[src/rtl/seq_detect_pkg.sv]
`default_nettype none
// ---------------------------------------------------------------------------
// seq_detect_pkg : shared constants, types and 7-segment table for seq_detect_n
// Revision: 1.0
// ---------------------------------------------------------------------------
package seq_detect_pkg;

  localparam int unsigned c_prog_w    = 3;
  localparam int unsigned c_pat_w_min = 2;
  localparam int unsigned c_pat_w_max = 8;

  typedef logic [c_prog_w-1:0] prog_t;
  typedef logic [6:0]          seg_t;

  // {a..g}, active-low; index is the progress value
  localparam seg_t [7:0] c_seg_tab = {
    7'b0001111,
    7'b0100000,
    7'b0100100,
    7'b1001100,
    7'b0000110,
    7'b0010010,
    7'b1001111,
    7'b0000001
  };

  function automatic seg_t seg_lut(input prog_t prog);
    return c_seg_tab[prog];
  endfunction

endpackage
`default_nettype wire

[src/rtl/seq_tick_div.sv]
`default_nettype none
// ---------------------------------------------------------------------------
// seq_tick_div : one-clk tick every DIV clocks, restarted by clr
// Revision: 1.0
// ---------------------------------------------------------------------------
module seq_tick_div #(
  parameter int unsigned DIV = 20000000
) (
  input  logic clk,
  input  logic rst_n,
  input  logic clr,
  output logic tick
);

  localparam int unsigned        c_cnt_w = $clog2(DIV);
  localparam logic [c_cnt_w-1:0] c_last  = c_cnt_w'(DIV - 1);

  logic [c_cnt_w-1:0] cnt_q, cnt_d;
  logic               tick_q, tick_d;
  logic               w_wrap;

  always_comb begin
    w_wrap = (cnt_q == c_last);
    cnt_d  = w_wrap ? '0 : cnt_q + c_cnt_w'(1);
    tick_d = w_wrap;
    if (clr) begin
      cnt_d  = '0;
      tick_d = 1'b0;
    end
  end

  always_ff @(posedge clk or negedge rst_n) begin
    if (!rst_n) begin
      cnt_q  <= '0;
      tick_q <= 1'b0;
    end else begin
      cnt_q  <= cnt_d;
      tick_q <= tick_d;
    end
  end

  assign tick = tick_q;

endmodule
`default_nettype wire

[src/rtl/seq_detect_n.sv]
`default_nettype none
// ---------------------------------------------------------------------------
// seq_detect_n : ticked serial pattern detector with prefix/suffix fallback
// Optional match counter: define SEQ_DETECT_CNT_EN.   Revision: 1.0
// ---------------------------------------------------------------------------
module seq_detect_n
  import seq_detect_pkg::*;
#(
  parameter int unsigned PAT_W = 4,
  parameter int unsigned DIV   = 20000000,
  parameter int unsigned CNT_W = 8
) (
  input  logic                clk,
  input  logic                rst_n,
  input  logic                x,
  input  logic [PAT_W-1:0]    pattern,
  input  logic                overlap_en,
  input  logic                clr,
  output logic                tick,
  output logic                y,
  output logic [c_prog_w-1:0] progress,
  output logic [6:0]          seg,
  output logic [CNT_W-1:0]    match_cnt
);

  if (PAT_W < c_pat_w_min || PAT_W > c_pat_w_max || DIV < 2) begin : g_bad_param
    $error("seq_detect_n: PAT_W or DIV out of range");
  end

  localparam logic [PAT_W-1:0] c_ones      = '1;
  localparam prog_t            c_prog_last = c_prog_w'(PAT_W - 1);

  logic [PAT_W-1:0] pat_q, pat_d;
  logic             pat_vld_q, pat_vld_d;
  logic [PAT_W-2:0] hist_q, hist_d;
  prog_t            prog_q, prog_d;
  logic             y_q, y_d;
  seg_t             seg_q, seg_d;

  logic [PAT_W-1:0] w_win;
  logic             w_hit;
  logic             w_full;
  prog_t            w_best;

  seq_tick_div #(
    .DIV (DIV)
  ) u_div (
    .clk   (clk),
    .rst_n (rst_n),
    .clr   (clr),
    .tick  (tick)
  );

  // Longest pattern prefix that ends the sample stream, bounded by k+1.
  // On a full match the best proper prefix is exactly the pattern border.
  always_comb begin
    w_win  = {hist_q, x};
    w_hit  = 1'b0;
    w_full = 1'b0;
    w_best = '0;
    for (int j = 1; j <= int'(PAT_W); j++) begin
      w_hit = ((pat_q >> (PAT_W - j)) == (w_win & (c_ones >> (PAT_W - j))));
      if (j == int'(PAT_W)) begin
        w_full = w_hit && (prog_q == c_prog_last);
      end else if (w_hit && (j <= int'(prog_q) + 1)) begin
        w_best = c_prog_w'(j);
      end
    end
  end

  always_comb begin
    pat_d     = pat_q;
    pat_vld_d = 1'b1;
    hist_d    = hist_q;
    prog_d    = prog_q;
    y_d       = 1'b0;
    if (clr || !pat_vld_q) begin
      pat_d = pattern;
    end
    if (clr) begin
      hist_d = '0;
      prog_d = '0;
    end else if (tick) begin
      hist_d = w_win[PAT_W-2:0];
      prog_d = w_best;
      if (w_full) begin
        y_d = 1'b1;
        if (!overlap_en) begin
          hist_d = '0;
          prog_d = '0;
        end
      end
    end
    seg_d = seg_lut(prog_d);
  end

  always_ff @(posedge clk or negedge rst_n) begin
    if (!rst_n) begin
      pat_q     <= '0;
      pat_vld_q <= 1'b0;
      hist_q    <= '0;
      prog_q    <= '0;
      y_q       <= 1'b0;
      seg_q     <= 7'b0000001;
    end else begin
      pat_q     <= pat_d;
      pat_vld_q <= pat_vld_d;
      hist_q    <= hist_d;
      prog_q    <= prog_d;
      y_q       <= y_d;
      seg_q     <= seg_d;
    end
  end

  assign y        = y_q;
  assign progress = prog_q;
  assign seg      = seg_q;

`ifdef SEQ_DETECT_CNT_EN
  logic [CNT_W-1:0] cnt_q, cnt_d;

  always_comb begin
    cnt_d = cnt_q;
    if (clr) begin
      cnt_d = '0;
    end else if (y_d && !(&cnt_q)) begin
      cnt_d = cnt_q + CNT_W'(1);
    end
  end

  always_ff @(posedge clk or negedge rst_n) begin
    if (!rst_n) begin
      cnt_q <= '0;
    end else begin
      cnt_q <= cnt_d;
    end
  end

  assign match_cnt = cnt_q;
`else
  assign match_cnt = '0;
`endif

endmodule
`default_nettype wire

[config.mk]
export PLATFORM = sky130hd
export DESIGN_NAME = seq_detect_n
export DESIGN_NICKNAME = d
export VERILOG_FILES = /design/src/rtl/seq_detect_pkg.sv /design/src/rtl/seq_tick_div.sv /design/src/rtl/seq_detect_n.sv
export SDC_FILE = /design/constraint.sdc
export NUM_CORES = 1
export LEC_CHECK = 0
export BUFFER_PORTS_ARGS = -buffer_cell sky130_fd_sc_hd__buf_2
export CORE_ASPECT_RATIO = 0.6
export CORE_MARGIN = 2
export CORE_UTILIZATION = 45
export CTS_CLUSTER_DIAMETER = 60
export CTS_CLUSTER_SIZE = 20
export DETAILED_ROUTE_END_ITERATION = 8
export GPL_TIMING_DRIVEN = 0
export PLACE_DENSITY_LB_ADDON = 0.12
export SLEW_MARGIN = 20
export SYNTH_ARGS = -nofsm -noshare
export SYNTH_HDL_FRONTEND = slang
export SYNTH_HIERARCHICAL = 1
export SYNTH_SLANG_ARGS = --single-unit
[constraint.sdc]
create_clock -name clk -period 4 [get_ports clk]
set_input_delay 0.4 -clock clk [delete_from_list [all_inputs] [get_ports clk]]
set_output_delay 0.4 -clock clk [all_outputs]
set_load 0.05 [all_outputs]
* Word-level counts from Yosys, hierarchy flattened
Memory sizes are Yosys's and may differ from the RTL's. A register that Yosys moved wholly into a read port is not among the register bits.
Cells that the tools add are included.
** Word-level totals
- Memories kept :: 1
- Logic and storage cells :: 44
- Bits in registers :: 38
- Bits in read-only memories :: 56
** Memory list
- (name not given) :: words 8, width 7, read ports 1, clocked after memory_dff 1, write ports 0, line seq_detect_pkg.sv:28 : return c_seg_tab[prog];
** Operators by class
- Equality and inequality tests :: 6
- $add $sub $neg :: 2
- Reduce and logical (&&, ||, !) cells :: 8
- $lt $le $gt $ge :: 3
- Mux-type cells :: 17
** Operator list (count)
- 3-bit by 32-bit less-or-equal comparator with 1-bit output (first input constant) :: 2
- 25-bit two-way mux :: 2
- 2-bit by 32-bit less-or-equal comparator with 1-bit output (first input constant) :: 1
- 25-bit by 1-bit adder with 25-bit output (second input constant) :: 1
- 25-bit == test (second input constant) :: 1
- 3-bit two-way mux :: 6
- 2-bit two-way mux :: 4
- 1-bit two-way mux :: 5
- 3-bit by 1-bit adder with 4-bit output (second input constant) :: 1
- 4-bit == test :: 1
- 1-bit logical AND :: 4
- 3-bit by 2-bit == test with 1-bit output (second input constant) :: 1
- 3-bit == test :: 1
- 2-bit == test :: 1
- 1-bit logical NOT :: 2
- 2-bit nonzero test :: 1
- 1-bit == test :: 1
- 1-bit logical OR :: 1

* Logic depth before layout (Yosys ltp)
Gate-level depths: netlist (run 1).
- Word-level depth :: 10
- Gate-level depth with buffers :: 10
- Gate-level depth less buffers :: 10

* By module
The synthesis (run 1) kept the hierarchy.
** Modules (own cells, without submodules)
- seq_tick_div :: area an instance 1380.1 µm², cells each 149, times used 1
- seq_detect_n :: area an instance 1137.3 µm², cells each 104, times used 1

* Worst setup path before layout (run 1)
OpenSTA, ideal clock, no wires.
- Path type :: register to register
- Start :: reg prog_q[0] (netlist: progress[0])
- End :: reg seg_q[5] (netlist: seg[5])
- Buffers on the path :: 0
- Data required time :: 3.880 ns
- Path slack :: 1.488 ns
- Library setup time :: 0.120 ns
- Period minus slack after synthesis :: 2.512 ns
- Data arrival time :: 2.393 ns
- Stages on the path, launching flop included :: 9
- Cells stage by stage :: dfrtp_1 -> ha_1 -> ha_1 -> a311o_2 -> nand3_1 -> a31oi_4 -> a21oi_1 -> ha_1 -> and3_1
** Between the ends
- Longest elaborated chain between the ends :: 10
- Elaborated cells between the ends (all ways) :: 16
- Those cells by class :: add/sub (1); order compare (3); eq/ne (1); mux (7); reduce/logical (4)
** Ends and longest elaborated chain
- from (decl) :: line seq_detect_n.sv:36 : prog_t prog_q, prog_d;
- from (signal assigned) :: line seq_detect_n.sv:109 : prog_q <= prog_d;
- 3-bit by 1-bit adder with 4-bit output
- 2-bit by 32-bit less-or-equal comparator with 1-bit output :: line seq_detect_n.sv:65 : end else if (w_hit && (j <= int'(prog_q) + 1)) begin
- 1-bit logical AND :: line seq_detect_n.sv:65
- 1-bit two-way mux :: line seq_detect_n.sv:65
- 2-bit two-way mux (2 in a row) :: line seq_detect_n.sv:65
- 2-bit two-way mux :: line seq_detect_n.sv:88 : if (!overlap_en) begin
- 2-bit two-way mux :: line seq_detect_n.sv:86 : if (w_full) begin
- 3-bit two-way mux * :: line seq_detect_n.sv:83 : end else if (tick) begin
- 3-bit two-way mux * :: line seq_detect_n.sv:80 : if (clr) begin
- to (decl) :: line seq_detect_n.sv:38 : seg_t seg_q, seg_d;
Every way passes the cells marked *; elsewhere a longest branch is shown, timed or not.
A chain may end at the register's enable or synchronous reset.

* Final worst setup path (run 1)
Same ends and word-level chain as after synthesis.

==> flow_summary.json, run 1 <==
{
  "status": "completed",
  "die_height_um": 61.9,
  "synth-edff-count": 0,
  "drive_gt1_share_pct": 21.3,
  "grt_pass1_wl_um": 8050,
  "met1_usage_pct": 28.5,
  "drv_cap": 0,
  "postCtsSetupBuffers": 0,
  "cp-end-kind": "flip-flop",
  "ys_warn_count": 6,
  "portBuffers": 19,
  "root_buffer": "clkbuf_8",
  "cts-resized-gates": 0,
  "timing.rr.end": "seg[5]",
  "startpoint_type": "flip-flop",
  "final_area_um2": 2850,
  "crit_arrival_ns": 2.65,
  "top_usage_layer": "met1",
  "start_util_pct": 45.8,
  "cp.depth": 8,
  "reg2reg_depth": 8,
  "grt-ovfl-total": 0,
  "ys_types": 50,
  "synth_ff_type": "dfrtp_1",
  "cp_slowest_cell": "dfrtp_1",
  "wl_um": 4870,
  "crit_path_frequent_cell": "ha_1",
  "dp_hpwl_um": 3570,
  "firstDrtPassIters": 5,
  "power.leakage_nw": 1.28,
  "cts-buffers-inserted": 5,
  "report.final.slew_viol_count": 0,
  "gp_congestion": 0.820,
  "yosys_register_bits": 45,
  "grt_util_met2_pct": 20.1,
  "via_per_inst": 5.21,
  "antenna_found_initial": 0,
  "crit_required_ns": 4.19,
  "whs_ns": 0.0972,
  "fillers": 526,
  "grt_pass1_vias": 1538,
  "syn_inst": 253,
  "max-slew-margin-rel_pct": 60.8,
  "grt_setup_unrepaired": "no",
  "finalSetupTns_ns": 0,
  "fin_ws_ns": 1.54,
  "finClkSkew_ns": 0.00817,
  "n_antenna_cell": 0,
  "r2r_slack_ns": 1.54,
  "clock-sinks": 45,
  "clock.fmax_mhz": 407,
  "die_w_um": 101,
  "r2r_start": "progress[0]",
  "syn_area_per_cell_um2": 9.95,
  "globalRouteTotalUtil_pct": 16.9,
  "grt_use_met3_pct": 4.14,
  "tightest_slew_ns": 0.586,
  "grt_max_degree": 46,
  "io_pins": 29,
  "cpLargestDelayFamily": "adder cells",
  "cts-hold-fix-buffers": 0,
  "via_count": 1855,
  "max_stage_delay_ns": 0.48,
  "core_area_um2": 5490,
  "utilization_pct": 51.9,
  "cts.htree.levels": 2,
  "cts_tree": "done",
  "synthArstFlopShare_pct": 100,
  "drc": 0,
  "hold_viol": 0,
  "cts.path.max_buffers": 2,
  "rows": 21,
  "crit_fanout": 8,
  "critPathKind": "reg -> reg",
  "p_per_area_nw_per_um2": 315,
  "areaGrowthSynthToFinish_pct": 13.1,
  "clk_latency_ns": 0.30,
  "hold_path.class": "in -> async",
  "mappedNetlistArea_um2": 2520,
  "crit_path_start": "progress[0]",
  "min_period_ns": 2.46,
  "ir_drop_mv": 0.201,
  "dieArea_um2": 6230,
  "final_antenna_net_count": 0,
  "ys_seq_area_share_pct": 44.8,
  "drt_iter0_drc": 75,
  "num-nets-final": 306,
  "path_buf_inv": 0,
  "dp_slack_ns": 1.56,
  "clk_pin_slew_ns": 0.09,
  "routedWlPerCell_um": 13.7,
  "endpoint": "seg[5]",
  "placed_cell_area_um2": 2730,
  "worstPathCellList": "ha_1 -> ha_1 -> a311o_2 -> nand3_1 -> a31oi_4 -> a21oi_1 -> ha_1 -> and3_1",
  "period_share_pct": 61.5,
  "finalSetupViolations": 0
}
## synthesized netlist by cell type, types with 2 or more instances
cell type  count  area share [%]
a21oi_1       11             2.2
a22o_2         2            0.80
and3_1         5             1.2
and4_1         5             1.7
buf_2          7             1.4
buf_4         10             3.0
conb_1         2            0.30
dfrtp_1       44              44
ha_1          11             5.5
inv_1          8             1.2
mux2_2         4             1.8
nand2_1       18             2.7
nand2b_1       2            0.50
nand3_1       14             2.8
nand4_1       10             2.5
nor2_1        22             3.3
nor3_1         4            0.80
nor4_1         2            0.50
nor4bb_1       2            0.80
o21ai_0       11             2.2
or3_1         10             2.5
or4_1          2            0.60
xnor2_1       11             3.8
xor2_1        10             3.5
## worst min-delay path by stage
stage / start / endpoint / slack, ns / cells past startpoint
floorplan: rst_n / hist_q[0] / 0.10 / 0
detailed placement: u_div/cnt_q[0] / u_div/cnt_q[0] / 0.51 / 1
global route: rst_n / u_div/cnt_q[16] / 0.13 / 1
global placement: u_div/cnt_q[0] / u_div/cnt_q[0] / 0.50 / 1
finish: rst_n / seg[1] / 0.1 / 1
CTS: rst_n / u_div/cnt_q[16] / 0.30 / 1
## power breakdown
group | leakage [nW] | switching (mW) | internal [mW]
Combinational | 0.613 | 0.0506 | 0.0248
Clock | 0.0574 | 0.152 | 0.203
Sequential | 0.611 | 0.00510 | 0.462
## area by class of cell
| type | instances | area, um2 | share of cell area [%] |
|---|---|---|---|
| well taps | 69 | 86.3 | 3.03 |
| inverters | 8 | 30.0 | 1.05 |
| flip-flops and latches | 45 | 1130 | 39.6 |
| plain buffers | 19 | 125 | 4.39 |
| clock buffers | 6 | 82.6 | 2.90 |
| repair buffers | 19 | 97.6 | 3.43 |
| clock inverters | 2 | 37.5 | 1.32 |
| multi-input cells | 188 | 1260 | 44.3 |
## placed cells by master, fill, tap and decap left out, types with 10 or more instances in the layout
| master | synthesis | layout |
|---|---|---|
| a21oi_1 | 11 | 11 |
| buf_2 | 7 | 25 |
| buf_4 | 10 | 11 |
| dfrtp_1 | 44 | 44 |
| ha_1 | 11 | 11 |
| nand2_1 | 18 | 18 |
| nand3_1 | 14 | 14 |
| nand4_1 | 10 | 10 |
| nor2_1 | 22 | 22 |
| o21ai_0 | 11 | 11 |
| or3_1 | 10 | 10 |
| xnor2_1 | 11 | 11 |
| xor2_1 | 10 | 10 |
## layer usage
metal / part of all wire [%] / wire length, um
met2: 36 / 1740
met4: 0.80 / 39
met5: 0 / 0
met1: 58 / 2810
met3: 5.7 / 277
## state kept, by name, indices dropped and copies added, names as in the netlist
name and cells:
u_div/cnt_q 25, hist_q 3, pat_q 4, u_div/tick 1, pat_vld_q 1, progress 3
y 1, seg 7
## per-stage QoR
| stage | total power, mW | instances |
|---|---|---|
| finish | 0.897 | 356 |
| global route | 0.940 | 356 |
| CTS | 0.915 | 356 |
| detailed placement | 0.552 | 348 |
| global placement | 0.551 | 348 |
| floorplan | 0.530 | 260 |
## cell families (layout without fill, tap and decap cells)
family / after synthesis / count (layout) / share of synthesized area [%]
DFF: 45 / 45 / 44.8
and+or+nand+nor: 103 / 103 / 22.8
AOI/OAI and AO/OA: 40 / 40 / 11.4
adders and majority gates: 11 / 11 / 5.47
xor gates and xnor gates: 21 / 21 / 7.31
buffers and inverters: 27 / 54 / 6.16
other: 2 / 9 / 0.298
muxes: 4 / 4 / 1.79
Power figures use the tool's default switching activity.
==> inputs of run 2 (changes only) <==
--- a/config.mk
+++ b/config.mk
@@ -5,6 +5,7 @@
 export SDC_FILE = /design/constraint.sdc
 export NUM_CORES = 1
 export LEC_CHECK = 0
+export ABC_AREA = 1
 export BUFFER_PORTS_ARGS = -buffer_cell sky130_fd_sc_hd__buf_2
 export CORE_ASPECT_RATIO = 0.6
 export CORE_MARGIN = 2
==> constraint.sdc (replaced) <==
create_clock -name clk -period 2.2 [get_ports clk]
set_input_delay 0.22 -clock clk [delete_from_list [all_inputs] [get_ports clk]]
set_output_delay 0.22 -clock clk [all_outputs]
set_load 0.05 [all_outputs]
==> flow_summary.json, run 2 <==
{
  "status": "completed",
  "clk_latency_ns": 0.30,
  "ys_types": 27,
  "io_pins": 29,
  "layout_commonest_cell": "nand2_1",
  "finClkSkew_ns": 0.00824,
  "yosys_register_bits": 45,
  "routedWlPerCell_um": 12.1,
  "die_w_um": 103,
  "firstDrtPassIters": 4,
  "grt-ovfl-total": 0,
  "final_cell_mix": "94 x nand2_1, 62 x nor2_1, 41 x dfrtp_1",
  "yosys.area_share.simple_pct": 36.1,
  "muxShareOfSynthArea_pct": 0.426,
  "die_height_um": 63.4,
  "crit_fanout": 4,
  "critPathKind": "reg -> reg",
  "areaGrowthSynthToFinish_pct": 15.2,
  "finalSetupViolations": 0,
  "dp.cells": 450,
  "crit_required_ns": 2.38,
  "cp-end-kind": "flip-flop",
  "clock-sinks": 45,
  "syn_inst": 343,
  "portBuffers": 20,
  "drv_cap": 0,
  "n_antenna_cell": 0,
  "placed_cell_area_um2": 2880,
  "fillers": 574,
  "period_share_pct": 91.3,
  "drive_gt1_share_pct": 19.6,
  "min_period_ns": 2.01,
  "clk_pin_slew_ns": 0.08,
  "final_area_um2": 3050,
  "synth_top_family_by_area": "simple AND/OR/NAND/NOR gates",
  "synth_ff_type": "dfrtp_1",
  "cts-buffers-inserted": 5,
  "drc": 0,
  "netlist.area_leader.share_pct": 41.6,
  "hold_path.class": "in -> reg",
  "synth_fa_ha_area_share_pct": 5.20,
  "grt_pass1_vias": 1899,
  "hold_viol": 0,
  "synth_compound_area_share_pct": 2.55,
  "yosysTopAreaCell": "dfrtp_1",
  "synthArstFlopShare_pct": 100,
  "final_antenna_net_count": 0,
  "num-nets-final": 401,
  "fin_cells": 462,
  "ys_seq_area_share_pct": 42.6,
  "tightest_slew_ns": 0.591,
  "finalSetupTns_ns": 0,
  "cts.path.max_buffers": 2,
  "grt_max_degree": 46,
  "synth_common_cells": "94 x nand2_1, 62 x nor2_1, 44 x dfrtp_1",
  "start_util_pct": 47.0,
  "max-slew-margin-rel_pct": 60.6,
  "yosysMostFrequentCell": "nand2_1",
  "dp_hpwl_um": 4200,
  "drt_iter0_drc": 149,
  "core_area_um2": 5620,
  "ys_warn_count": 6,
  "clock.fmax_mhz": 498,
  "utilization_pct": 54.2,
  "gp_congestion": 0.856,
  "syn_area_per_cell_um2": 7.71,
  "crit_arrival_ns": 2.19,
  "via_per_inst": 4.63,
  "cts.htree.levels": 2,
  "dieArea_um2": 6530,
  "p_per_area_nw_per_um2": 526,
  "startpoint_type": "flip-flop",
  "rows": 21,
  "ir_drop_mv": 0.486,
  "grt_pass1_wl_um": 9250,
  "synthXorXnorAreaFrac_pct": 4.97,
  "antenna_found_initial": 0,
  "largest_reg_flops": 25,
  "via_count": 2141,
  "regMostFlops": "u_div/cnt_q",
  "mappedNetlistArea_um2": 2650,
  "report.final.slew_viol_count": 0,
  "synth-edff-count": 0,
  "root_buffer": "clkbuf_8",
  "power.leakage_nw": 1.49,
  "synthTopCellsByArea": "dfrtp_1 42%, nand2_1 13%, nor2_1 8.8%, ha_1 5.2%, nand3_1 4.9%",
  "cts_tree": "done",
  "globalRouteTotalUtil_pct": 18.5,
  "wl_um": 5610
}
-- run 2: critical path: stages, from the launching register on --
cell,delay [ns]
dfrtp_2,0.42
ha_1,0.23
ha_4,0.28
nand3_1,0.07
nand2_1,0.10
nand2_1,0.06
nand3_1,0.12
nand2_1,0.13
inv_1,0.17
ha_4,0.23
inv_1,0.05
nor2_1,0.04
-- run 2: layout make-up --
class                   instances  area (um2)  area share [%]
multi-input cells             258        1370            44.9
well taps                      80         100            3.28
clock buffers                   6        72.6            2.38
plain buffers                   9        63.8            2.09
flip-flops and latches         45        1130            37.1
clock inverters                 2        35.0            1.15
repair buffers                 24         135            4.43
inverters                      38         143            4.68
-- run 2: where the power goes --
group          switching, mW  leakage [nW]  total (mW)  internal [mW]
Clock                  0.275        0.0552       0.612          0.337
Sequential            0.0141         0.607       0.852          0.838
Combinational         0.0972         0.830       0.139         0.0414
Total                  0.386          1.49        1.60           1.22
-- run 2: final timing paths --
check	start	end	slack, ns	depth (start not counted)
hold reg to reg	u_div/cnt_q[0]	u_div/cnt_q[0]	0.51	1
setup / recovery	progress[0]	seg[5]	0.19	11
max in group asynchronous	rst_n	progress[2]	1.33	2
setup reg to reg	progress[0]	seg[5]	0.19	11
min in group asynchronous	rst_n	u_div/cnt_q[4]	0.46	2
hold / removal	pattern[1]	pat_q[1]	0.13	3
-- run 2: layer usage --
layer,wire (um),global-route usage [%],up-vias,part of all wire (%)
met5,0,0,-,0
met4,32,2.96,0,0.57
met3,373,5.55,6,6.7
met2,2060,23.5,40,37
met1,3140,30.6,988,56
li1,-,-,1107,-
-- run 2: repair_timing --
action                                 in CTS  in global routing
buffers inserted                            0                  3
setup endpoints to repair                   0                  6
hold buffers                                0                  1
endpoints found under the hold margin       0                 44
resized for setup                           0                  5
-- run 2: logic make-up (layout without fill, tap and decap cells) --
group                      count (synthesis)  in the layout
and+or+nand+nor                          209            209
buffers and inverters                     47             79
DFF                                       45             45
xor gates and xnor gates                  15             15
AOI/OAI and AO/OA                         13             13
adders and majority gates                 11             11
other                                      2              9
muxes                                      1              1
-- run 2: stage by stage --
stage / hold slack, ns / setup WS, ns / total power [mW]
detailed placement: 0.434 / 0.0214 / 1.01
CTS: 0.113 / 0.00317 / 1.62
global route: 0.120 / -0.000587 / 1.69
global placement: 0.431 / 0.0592 / 1.00
floorplan: -0.0756 / 0.0846 / 0.964
finish: 0.128 / 0.192 / 1.60
